$ cat src/rtl/count_job_scheduler.sv
// count_job_scheduler: round-robin front end for one shared busy/count_value
// counter. Grants one requester at a time, launches the counter with the
// requester's length, watches busy and returns a one-cycle done pulse.
// Optional macro COUNT_JOB_CHECK_EN adds a final-count comparator that sets
// the sticky err_mismatch flag; without it err_mismatch is tied low.
module count_job_scheduler #(
  parameter int NUM_REQ = 4,
  parameter int CNT_W   = 5,
  parameter int TIMEOUT = 16
) (
  input  logic                       clk,
  input  logic                       rst,
  input  logic [NUM_REQ-1:0]         req,
  input  logic [NUM_REQ*CNT_W-1:0]   req_len,
  output logic [NUM_REQ-1:0]         gnt,
  output logic [NUM_REQ-1:0]         done,
  output logic                       cnt_start,
  output logic [CNT_W-1:0]           cnt_len,
  input  logic                       cnt_busy,
  input  logic [CNT_W-1:0]           cnt_count_value,
  output logic                       sched_busy,
  output logic [$clog2(NUM_REQ)-1:0] active_id,
  output logic                       err_timeout,
  output logic                       err_mismatch
);

  localparam int ID_W = $clog2(NUM_REQ);
  localparam int TO_W = $clog2(TIMEOUT + 1);

  typedef enum logic [2:0] {
    IDLE,
    LAUNCH,
    WAIT_BUSY,
    RUN,
    DONE
  } state_t;

  state_t            state_q, state_d;
  logic [ID_W-1:0]   ptr_q;
  logic [TO_W-1:0]   to_cnt_q, to_cnt_d;
  logic              found;
  logic [ID_W-1:0]   pick;
  logic [CNT_W-1:0]  pick_len;
  logic              timeout_hit;
  logic              done_fire;

  assign pick_len = req_len[pick*CNT_W +: CNT_W];

  // Round-robin pick: first set req bit at or after the pointer, wrapping.
  always_comb begin
    // NOTE: every variable written here gets a default first so no path can
    // leave it unassigned, which would otherwise infer a latch.
    found = 1'b0;
    pick  = ptr_q;
    for (int i = 0; i < NUM_REQ; i++) begin
      if (!found && req[(int'(ptr_q) + i) % NUM_REQ]) begin
        found = 1'b1;
        pick  = ID_W'((int'(ptr_q) + i) % NUM_REQ);
      end
    end
  end

  // Next-state logic and the busy-wait timeout counter.
  always_comb begin
    state_d     = state_q;
    to_cnt_d    = to_cnt_q;
    timeout_hit = 1'b0;
    done_fire   = 1'b0;
    case (state_q)
      IDLE: begin
        if (found) state_d = (pick_len == '0) ? DONE : LAUNCH;
      end
      LAUNCH: begin
        to_cnt_d = '0;
        state_d  = WAIT_BUSY;
      end
      WAIT_BUSY: begin
        if (cnt_busy) begin
          state_d = RUN;
        end else if (to_cnt_q == TO_W'(TIMEOUT - 1)) begin
          timeout_hit = 1'b1;
          done_fire   = 1'b1;
          state_d     = DONE;
        end else begin
          to_cnt_d = to_cnt_q + 1'b1;
        end
      end
      RUN: begin
        if (!cnt_busy) begin
          done_fire = 1'b1;
          state_d   = DONE;
        end
      end
      DONE: begin
        // A zero-length job enters DONE straight from IDLE with done still
        // low; it lingers one cycle so done follows gnt by a cycle.
        if (!done_q_any()) begin
          done_fire = 1'b1;
          state_d   = DONE;
        end else begin
          state_d = IDLE;
        end
      end
      default: state_d = IDLE;
    endcase
  end

  function automatic logic done_q_any();
    return |done;
  endfunction

  // State register.
  always_ff @(posedge clk) begin
    // NOTE: reset is synchronous (sampled on the clock edge) and all state
    // updates use non-blocking assignments so every flop sees pre-edge values.
    if (rst) begin
      state_q  <= IDLE;
      to_cnt_q <= '0;
    end else begin
      state_q  <= state_d;
      to_cnt_q <= to_cnt_d;
    end
  end

  // Registered outputs, job context and the round-robin pointer.
  always_ff @(posedge clk) begin
    if (rst) begin
      ptr_q       <= '0;
      gnt         <= '0;
      done        <= '0;
      cnt_start   <= 1'b0;
      cnt_len     <= '0;
      sched_busy  <= 1'b0;
      active_id   <= '0;
      err_timeout <= 1'b0;
    end else begin
      gnt        <= '0;
      done       <= '0;
      cnt_start  <= 1'b0;
      sched_busy <= (state_d != IDLE);
      if (state_q == IDLE && found) begin
        active_id <= pick;
        cnt_len   <= pick_len;
        ptr_q     <= ID_W'((int'(pick) + 1) % NUM_REQ);
        gnt       <= NUM_REQ'(1) << pick;
        cnt_start <= (pick_len != '0);
      end
      if (done_fire) done <= NUM_REQ'(1) << active_id;
      if (timeout_hit) err_timeout <= 1'b1;
    end
  end

`ifdef COUNT_JOB_CHECK_EN
  // Sticky flag: final counter value on the RUN->DONE edge differs from the
  // length this job was launched with.
  always_ff @(posedge clk) begin
    if (rst) begin
      err_mismatch <= 1'b0;
    end else if (state_q == RUN && !cnt_busy && cnt_count_value != cnt_len) begin
      err_mismatch <= 1'b1;
    end
  end
`else
  logic unused_count_value;
  assign unused_count_value = ^cnt_count_value;
  assign err_mismatch       = 1'b0;
`endif

endmodule

$ cat config.mk
export PLATFORM = sky130hd
export DESIGN_NAME = count_job_scheduler
export DESIGN_NICKNAME = d
export VERILOG_FILES = /design/src/rtl/count_job_scheduler.sv
export SDC_FILE = /design/constraint.sdc
export NUM_CORES = 1
export LEC_CHECK = 0
export ABC_AREA = 1
export ABC_CLOCK_PERIOD_IN_PS = 3150
export CORE_MARGIN = 2
export CORE_UTILIZATION = 48
export CTS_CLUSTER_DIAMETER = 100
export DETAILED_ROUTE_END_ITERATION = 12
export GPL_ROUTABILITY_DRIVEN = 0
export HOLD_SLACK_MARGIN = 0.06
export PLACE_DENSITY = 0.84
export SYNTH_ARGS = -nofsm -noshare
export SYNTH_HDL_FRONTEND = slang
export SYNTH_SLANG_ARGS = --single-unit
$ cat constraint.sdc
create_clock -name clk -period 3.15 [get_ports clk]
set_clock_uncertainty 0.15 [all_clocks]
set_input_delay 0.945 -clock clk [delete_from_list [all_inputs] [get_ports clk]]
set_output_delay 0.945 -clock clk [all_outputs]
set_load 0.02 [all_outputs]
### Word-level counts from Yosys, hierarchy flattened

Cells that the tools add are included.

* eq/ne operators: 7
* reduce and logical (&&, ||, !) cells: 19
* mux-type cells: 34
* bitwise gates (word level): 5
* shift-type cells: 3
* $lt $le $gt $ge: 4
* add/subtract/negate cells: 5
* multiply operators: 1
* divide/modulo/power cells: 0

Operators with widths (count)
* $shiftx 20x6->5: 1
* $mux 3: 6
* $mux 1: 16
* $pmux 3 s5: 1
* $lt 3x4->1 const B: 3
* $mux 5: 2
* $pmux 5 s2: 1
* $reduce_or 2->1: 5
* $bmux 1 s2: 4
* $shl 1x2->4 const A: 2
* $eq 3x2->1 const B: 2
* $mux 2: 3
* $add 5x1->5 const B: 1
* $eq 5x4->1 const B: 1
* $logic_not 5->1: 1
* $mul 2x3->5 const B: 1
* $reduce_bool 5->1: 1
* $add 2x1->2 const B: 2
* $add 2x2->2 const B: 2
* $logic_and 1x1->1: 4
* $ne 2x2->1 const B: 2
* $reduce_or 4->1: 1
* $and 1x1->1 const A: 3
* $eq 3x1->1 const B: 1
* 9 further kinds: 12

* RAM bits: 0
* output and inout port bits: 19
* memories: 0
* input port bits: 32
* bits in read-only memories: 0
* register bits: 28
* bits in latches: 0

### Logic depth before layout (Yosys ltp)

Gate-level depths: netlist of run 1.

* depth after elaboration: 21
* mapped depth: 22
* depth with buffers taken out: 20

### Worst setup path after synthesis of run 1

OpenSTA, ideal clock, no wires.

* path type: input -> register
* start point: input port req[1]
* end point: register sched_busy
* setup time: 114 ps
* data required time: 2886 ps
* stages: 17
* slack: 546 ps
* arrival: 2340 ps
* cells stage by stage: inv_1 nand2_1 nand3_1 nand2_1 nor2_8 nand4_4 nand2_4 buf_6 nand2_1 nand3_1 nand2_1 nor2_2 nand3_1 nand2_1 nand2_1 nand2_1 nand2_1

* cells in the longest elaborated chain, start to end: 19
* elaborated cells between the ends (all ways): 31
* classes of those cells: mul (1); shift (1); mux (21); reduce/logical (8)

Ends and longest elaborated chain
* from (decl): RTL line 13 `input logic [NUM_REQ-1:0] req,`
* $bmux 1 s2: RTL line 56 `if (!found && req[(int'(ptr_q) + i) % NUM_REQ]) begin`
* $mux 1 (not written as such): RTL line 56
* $mux 1: RTL line 56
* $logic_not 1->1: RTL line 56
* $logic_and 1x1->1: RTL line 56
* $mux 1: RTL line 56
* $logic_not 1->1: RTL line 56
* $logic_and 1x1->1: RTL line 56
* (+3 left out)
* $mux 2: RTL line 56
* $mul 2x3->5: RTL line 47 `assign pick_len = req_len[pick*CNT_W +: CNT_W];`
* $shiftx 20x6->5: RTL line 47
* $logic_not 5->1: RTL line 71 `if (found) state_d = (pick_len == '0) ? DONE : LAUNCH;`
* $mux 3: RTL line 71
* $mux 3 *: RTL line 71
* $pmux 3 s5 *: RTL line 69 `case (state_q)`
* $reduce_bool 3->1 *: RTL line 140 `sched_busy <= (state_d != IDLE);`
* to (signal assigned): RTL line 140
* to (decl): RTL line 21 `output logic sched_busy,`

Every way passes the cells marked *; elsewhere a longest branch is shown, timed or not. The select of a mux whose other input is x is not followed.
A chain may end at the register's enable or synchronous reset.

### Worst setup path in the final report of run 1

* start point: input port req[3]
* end point: register sched_busy

Same word-level chain as after synthesis.

==> flow_summary.toml, run 1 <==
[sta]
max_freq_mhz = 337.3
tns_ps = 0
finalHoldViolCount = 0
worst_slack_ps = 184.9
setup_viol = 0
fin_crit_ps = 2965
drv_slew = 0
period_share_pct = 94.13

[logic_synthesis]
syn_inst = 274
synth_compound_area_share_pct = 7.018
syn-num-nets = 308
synth_xor_area_share_pct = 0.4912
synth_mux_area_share_pct = 0
syn_avg_cell_area_um2 = 6.507
yosys.area_share.simple_pct = 47.72
mappedNetlistArea_um2 = 1783
synth_seq_cells = 28
synth_top_family_by_area = "simple AND/OR/NAND/NOR gates"
ys_warn_count = 0
synthAdderAreaFrac_pct = 1.404
seq_area_frac_synth_pct = 31.44
ys_types = 30

[setup_path]
cpLargestDelayFamily = "simple AND/OR/NAND/NOR gates"
crit_buf_inv = 2
crit_required_ps = 3170
end_kind = "register"
critPathMaxStageDelay_ps = 510
worstSetupPathType = "input port to register"
cp_max_fo = 4
slowest_stage = "clkdlybuf4s50_1"
critPathLaunchType = "input port"
critical_path_arrival_ps = 2980
cp_cell_sequence = "clkdlybuf4s50_1 -> nand2_1 -> nand2_2 -> nand2_2 -> nand2_4 -> nand3_2 -> nand2_2 -> nand2_4 -> buf_4 -> nand3_1 -> nand2_1 -> nand2_1 -> nand2_1 -> nor2_4 -> nand3_1 -> nand2_1 -> nand2_1 -> nand2_1 -> nand2_1"
crit_path_frequent_cell = "nand2_1"

[cells_and_area]
ff_latch_area_um2 = 560.5
design_area_um2 = 2465
antenna_cells = 0
final_util_pct = 68.36
syn_to_final_growth_pct = 38.25
fin_nets = 369
drive_above_1_share_pct = 17.66
final.fill_count = 311
multi_input_area_um2 = 1037

[detailed_routing]
drtIter0Drc = 79
drt_first_pass_iters = 4
viasPerCell = 4.874
wirelength_mm = 4.110
drc_errors = 0
num_vias = 1862
routedWlPerCell_um = 10.76
postRouteAntennaNets = 0

[placed_design]
dp_hpwl_mm = 3.129
pre_cts_ws_ps = -135.1
port_buffers = 44
place_area_um2 = 2340

[clocking]
cts-hold-fix-buffers = 0
cts.path.max_buffers = 2
clk_pin_slew_ps = 90
cts.sinks = 28
cts_tree = "built"
numCtsBuffers = 3
ctsHtreeMaxLevel = 1
clock_latency_ps = 280
ctsRootBufferMaster = "clkbuf_8"

[outcome]
outcome = "completed"

[floorplan]
row_count = 22
dieArea_um2 = 4218
initial_core_util_pct = 49.44
die_h_um = 64.95
io_pins = 51
coreArea_um2 = 3606
dieWidth_um = 64.95

[power_and_ir_drop]
power_density_nw_per_um2 = 1068
ir_drop_mv = 0.5510
leakage_uw = 0.001218
power_uw = 2632

[run]
drv_cap = 0

[global_routing]
gr-total-overflow = 0
grt_pass1_wl_mm = 6.699
gr-usage-all-layers_pct = 20.03
grt_pass1_vias = 1655
antenna_found_initial = 0
grt_max_degree = 17

[hold_path]
worstHoldPathType = "register to register"
==> flip-flops by register name, indices dropped and copies added, names as in the netlist, 2 cells and up <==
signal     cells
ptr_q          2
active_id      2
state_q        3
done           4
to_cnt_q       5
cnt_len        5
gnt            4
==> worst paths after layout <==
check | end | startpoint | cells after the start | slack (ps)
setup / recovery | sched_busy | req[3] | 19 | 180
hold / removal | err_timeout | err_timeout | 2 | 310
setup reg to reg | sched_busy | ptr_q[1] | 18 | 590
hold reg to reg | err_timeout | err_timeout | 2 | 310
==> final cells by class <==
| type | instances | share of cell area, % |
|---|---|---|
| clock buffers | 3 | 1.675 |
| clock inverters | 1 | 1.218 |
| inverters | 40 | 6.193 |
| multi-input cells | 200 | 42.08 |
| flip-flops and latches | 28 | 22.74 |
| well taps | 48 | 2.437 |
| repair buffers | 62 | 23.65 |
==> logic make-up (layout without fill, tap and decap cells) <==
| family | count (synthesis) | count (layout) |
|---|---|---|
| AO/OA/AOI/OAI | 21 | 21 |
| XOR/XNOR | 1 | 1 |
| adder cells (fa/ha/maj) | 2 | 2 |
| buffers and inverters | 46 | 106 |
| flip-flops | 28 | 28 |
| other | 1 | 1 |
| AND/OR/NAND/NOR | 175 | 175 |
==> layer usage <==
metal  global-route usage (%)  vias up  share of wire, %
met5                        0        -                 0
met4                    5.053        0              0.97
met3                    4.340        4               4.5
met2                    37.63       48                50
met1                    22.65      827                44
li1                         -      983                 -
==> where the power goes <==
part	internal, uW	total (uW)	switching [uW]	leakage, uW
registers	452	522	70.2	0.000229
clock network	170	279	108	0.0000357
logic	750	1830	1080	0.000953
==> metrics by stage <==
stage,hold WS [ps],cells
3_3_place_gp,287.6,375
4_1_cts,306.5,379
6_report,305.2,382
2_1_floorplan,284.7,274
3_5_place_dp,292.0,375
5_1_grt,356.6,382
==> Yosys cell counts (all sizes together) <==
cell | instances | share of area, %
xor2 | 1 | 0.49
nand2 | 101 | 25
nor3 | 4 | 1.1
nand4 | 3 | 2.7
a31oi | 1 | 0.35
nor2 | 28 | 7.1
buf | 5 | 2.9
nor4 | 1 | 0.35
o31ai | 1 | 0.42
ha | 2 | 1.4
nand3 | 38 | 11
inv | 39 | 8.4
clkbuf | 1 | 0.21
clkinv | 1 | 0.21
a211oi | 2 | 0.84
o21ai | 8 | 2.5
dfxtp | 28 | 31
conb | 1 | 0.21
a21oi | 6 | 1.7
o211ai | 3 | 1.3
==> layout by cell type (no fill, tap or decap), drive strengths merged, types with 2 or more instances in the layout <==
cell	instances
a211oi	2
a21oi	6
buf	18
clkbuf	3
clkdlybuf4s50	41
dfxtp	28
dlymetal6s2s	3
ha	2
inv	39
nand2	101
nand3	38
nand4	3
nor2	28
nor3	4
o211ai	3
o21ai	8
==> worst min-delay path, cell delays in order (launching register included) <==
cell     delay [ps]
dfxtp_1         320
inv_1            50
a21oi_1          50
==> timing repair <==
action                                 in CTS  in global routing
setup buffers                               0                  3
setup endpoints to repair                   0                  2
endpoints found under the hold margin       0                  0
gates resized for setup                     0                  9
Power figures use the tool's default switching activity.
==> run 2, diff against run 1 <==
Settings changed: GPL_TIMING_DRIVEN from default to 1.
==> results of run 2 <==
The final DEF is identical to that of run 1; final timing and power are the same.
==> patch 1, RTL diff (settings of run 1) <==
Encoding of `state_t`: now one-hot (5 bits for 5 states).
--- a/src/rtl/count_job_scheduler.sv
+++ b/src/rtl/count_job_scheduler.sv
@@ -27,12 +27,12 @@
   localparam int ID_W = $clog2(NUM_REQ);
   localparam int TO_W = $clog2(TIMEOUT + 1);
 
-  typedef enum logic [2:0] {
-    IDLE,
-    LAUNCH,
-    WAIT_BUSY,
-    RUN,
-    DONE
+  typedef enum logic [4:0] {
+    IDLE      = 5'b00001,
+    LAUNCH    = 5'b00010,
+    WAIT_BUSY = 5'b00100,
+    RUN       = 5'b01000,
+    DONE      = 5'b10000
   } state_t;
 
   state_t            state_q, state_d;
Check against the original RTL: same outputs for any inputs over 4 cycles, from zero or initial values and one cycle with rst high; so few cycles prove little.
==> patch 1 against run 1 <==
- first-iteration DRC count grew 15%
- sequential cell count up 2
- total power shrank 20%
- wire length decreased by 4.0%
- area after synthesis up 0.42%
- synthesized cell count fell by 3.6%
- setup slack gained 0.069 ns
- final area decreased by 2.7%
- critical path type unchanged
- largest power group unchanged
- highest routed layer unchanged
==> patch 1: results (changes against run 1) <==
yosys:
  seq_area_frac_synth_pct: 33.5  # +2.1 points
  syn_nets: 298  # -3.2%
  synth_common_cells: "nand2_1, inv_1, dfxtp_1"
  synth_fa_ha_area_share_pct: 1.40  # -0.0059 points
  synth_compound_area_share_pct: 7.97  # +0.95 points
  synth_area_leaders: "dfxtp_1, nand2_1, inv_1, nand3_1, nand2_2"
  synthDistinctLibCells: 31  # +3.3%
place:
  place_area_um2: 2300  # -1.6%
  dp_hpwl_um: 3060  # -2.2%
sta:
  setup_slack_ns: 0.253  # +0.0686 ns
clocking:
  clk_pin_slew_ns: 0.06  # -0.03 ns
  htree_levels: 2  # +1
  cts_buffers: 5  # +2
global_route:
  grt_max_degree: 14  # -3
  grt_pass1_wl_um: 6910  # +3.2%
  grt_pass1_vias: 1666  # +0.66%
drt:
  vias_per_cell: 4.85  # -0.51%
  drt_iter0_drc: 91  # +15%
  wl_per_cell_um: 10.8  # +0.16%
finish:
  top_regs: "cnt_len x5, state_q x5, to_cnt_q x5"
  drive_above_1_share_pct: 16.4  # -1.3 points
power_and_ir_drop:
  peakVddDrop_v: 0.000437  # -21%
  power.leakage_uw: 0.00111  # -9.1%
setup_path:
  crit_end: "state_q[4]"
  arrival_ns: 2.96  # -0.02 ns
  r2r.worst_path.cells: 14  # -4
status:
  status: "finished, final reports clean"
## patch 1: critical path: cells and delay by family
kind	cells	cell delay, ns
AND/OR/NAND/NOR	15	1.37
buffers and inverters	1	0.53
AO/OA/AOI/OAI	1	0.13
## patch 1: cell type report
type | count | area (µm²)
Clock inverter | 2 | 12.5
Timing Repair Buffer | 51 | 493
Tap cell | 48 | 60.1
Sequential cell | 30 | 601
Fill cell | 328 | 1240
Multi-Input combinational cell | 192 | 1010
Clock buffer | 6 | 82.6
Inverter | 37 | 141
## patch 1: logic make-up (layout without fill, tap and decap cells)
logic type	Yosys count	in the layout
flops	30	30
fa+ha+maj	2	2
buf+inv	42	96
compound gates	25	25
simple gates	163	163
xor+xnor	1	1
other cells	1	1
## patch 1: stage by stage
step / total power, µW / instances / TNS, ns / util, %
floorplan: 1420 / 264 / 0 / -
global placement: 1770 / 358 / 0 / 63.4
detailed placement: 1790 / 358 / -0.0235 / 63.4
CTS: 2120 / 366 / 0 / 66.0
global route: 2290 / 366 / 0 / 66.0
finish: 2110 / 366 / 0 / 66.0
## patch 1: worst min-delay path by stage
stage	end	slack (ns)	cells after the start
6_report	err_timeout	0.31	2
5_1_grt	to_cnt_q[1]	0.35	2
4_1_cts	err_timeout	0.32	2
3_5_place_dp	err_timeout	0.31	2
3_3_place_gp	err_timeout	0.29	2
2_1_floorplan	to_cnt_q[0]	0.30	1
## patch 1: power breakdown
| group | switching (µW) | total, µW | internal (µW) |
|---|---|---|---|
| registers | 51.2 | 514 | 463 |
| logic | 793 | 1270 | 478 |
| clock network | 151 | 326 | 175 |
| total | 995 | 2110 | 1120 |
## patch 1: routing by layer
layer  global-route usage (%)  vias to the layer above  wire length, µm
li1                         -                      944                -
met1                     24.0                      774             1730
met2                     37.1                       48             1940
met3                     6.08                        9              193
met4                     7.55                        0               76
met5                        0                        -                0
==> patch 2, RTL diff (config.mk and constraints of run 1) <==
Without the edit above. Set the parameter `CNT_W` to 10 (it was 5).
--- a/src/rtl/count_job_scheduler.sv
+++ b/src/rtl/count_job_scheduler.sv
@@ -5,7 +5,7 @@
 // the sticky err_mismatch flag; without it err_mismatch is tied low.
 module count_job_scheduler #(
   parameter int NUM_REQ = 4,
-  parameter int CNT_W   = 5,
+  parameter int CNT_W   = 10,
   parameter int TIMEOUT = 16
 ) (
   input  logic                       clk,
Interface: changed (resized cnt_count_value, cnt_len and req_len); port bits go from 51 to 81. The function was not compared with the original's and may differ.
==> patch 2 against run 1 <==
- global-route usage rose by 3.8 points
- setup slack worse by 0.033 ns
- final area rose by 21%
- count of clock-buffer cells in the layout is 2 higher
- highest routed layer unchanged
- critical path type unchanged
- wire length rose by 32%
- area after synthesis is 12% higher
- utilization increased by 6.2 points
- sequential power rose by 18%
- sequential cell count up 5
- register-to-register slack worse by 0.04 ns
- critical path depth is 2 lower
- total power grew 10%
- sequential share of layout area shrank 0.60 points
- largest cell class unchanged
==> patch 2: results (changes against run 1) <==
status:
  status: "finished, final reports clean"
clocking:
  htree_levels: 2  # +1
  clockBufferDepth: 2  # unchanged
  cts.root.buffer_cell: "clkbuf_8"
  clk_pin_slew_ns: 0.07  # -0.02 ns
  clock_latency_ns: 0.29
  cts_buffers: 5  # +2
global_route:
  grt.met3_usage_pct: 6.09  # +1.7 points
  grt_max_degree: 20  # +3
  antenna_found_initial: 0  # unchanged
  grt_pass1_vias: 2047  # +24%
  grt_usage_pct: 23.9  # +3.8 points
  grt_pass1_wl_um: 8510  # +27%
  met2_usage_pct: 42.5  # +4.9 points
  met1_usage_pct: 27.6  # +4.9 points
yosys:
  synth_ff_type: "dfxtp_1"
  synth_common_cells: "nand2_1, nand3_1, dfxtp_1"
  yosysWarnings: 0  # unchanged
  synth-edff-count: 0  # unchanged
  seq_area_frac_synth_pct: 33.1  # +1.7 points
  synth_area_leaders: "dfxtp_1, nand2_1, nand3_1, nor2_1, inv_1"
  syn_nets: 372  # +21%
  synthDistinctLibCells: 32  # +6.7%
  synthArstFlopShare_pct: 0  # unchanged
place:
  dp_worst_setup_slack_ns: -0.192  # -0.0569 ns
  dp_hpwl_um: 4090  # +31%
  io_buffer_count: 69  # +57%
  place_area_um2: 2820  # +21%
die:
  start_util_pct: 49.9  # +0.41 points
drt:
  wl_met1_um: 2210  # +22%
  topRoutingLayerUsed: "met4"
  wl_met3_um: 432  # +130%
  vias_per_cell: 5.09  # +4.4%
  drt_iter0_drc: 125  # +58%
  met2_length_um: 2710  # +31%
  wl_per_cell_um: 12.1  # +12%
  drtPass1Iterations: 6  # +2
min_path:
  holdPathEnd: "done[0]"
  holdPathStages: 1  # -1
  min_from: "active_id[0]"
  worstHoldPathType: "reg2reg"
setup_path:
  reg2reg_to: "state_q[0]"
  arrival_ns: 3.03  # +0.05 ns
  slowest_stage: "clkdlybuf4s50_1"
  rrSetupSlack_ns: 0.55  # -0.04 ns
  r2r.worst_path.cells: 18  # unchanged
  crit_fanout: 19  # +15
  r2r-start: "ptr_q[1]"
  max_stage_delay_ns: 0.49  # -0.02 ns
  path_delay_family: "simple AND/OR/NAND/NOR gates"
power_and_ir_drop:
  power.leakage_uw: 0.00137  # +13%
  peakVddDrop_v: 0.000532  # -3.5%
finish:
  top_regs: "cnt_len x10, to_cnt_q x5"
  drive_above_1_share_pct: 14.5  # -3.2 points
  n_antenna_cell: 0  # unchanged
  final_nets: 459  # +24%
-- patch 2: how the worst max path moves through the flow --
stage | to | slack [ns] | start | cells after the start
CTS | state_q[0] | 0.11 | req[1] | 17
detailed placement | state_q[0] | -0.19 | req[1] | 17
global route | state_q[0] | -0.04 | req[2] | 19
global placement | cnt_start | -0.12 | req[1] | 15
finish | state_q[0] | 0.15 | req[0] | 17
floorplan | state_q[0] | 0.58 | req[1] | 17
-- patch 2: through the flow --
step / std cells / hold WS, ns / TNS [ns]
3_5_place_dp: 440 / 0.299 / -0.532
2_1_floorplan: 313 / 0.293 / 0
3_3_place_gp: 440 / 0.293 / -0.321
4_1_cts: 448 / 0.327 / 0
6_report: 451 / 0.326 / 0
5_1_grt: 451 / 0.363 / -0.0657
-- patch 2: area by class of cell --
class / count / area, µm²
multi-input cells: 238 / 1180
fillers: 316 / 1020
repair buffers: 93 / 886
flip-flops and latches: 33 / 661
inverters: 29 / 111
clock buffers: 5 / 68.8
well taps: 50 / 62.6
clock inverters: 3 / 17.5
-- patch 2: cells by family after synthesis --
group                      after synthesis  synth area share, %
DFF                                     33                 33.1
other                                    1                0.188
adders and majority gates                2                 1.25
and+or+nand+nor                        210                 47.4
buffers and inverters                   42                 10.4
AOI/OAI and AO/OA                       25                 7.65
-- patch 2: report_power, final --
part | total, µW | switching [µW] | leakage, µW | internal [µW]
clock | 311 | 159 | 0.0000439 | 152
sequential | 615 | 79.2 | 0.000270 | 535
combinational | 1970 | 1140 | 0.00106 | 836
-- patch 2: repair_timing --
| item | CTS | global route |
|---|---|---|
| resized for setup | 0 | 15 |
| buffers inserted | 0 | 3 |
| setup endpoints to repair | 0 | 3 |
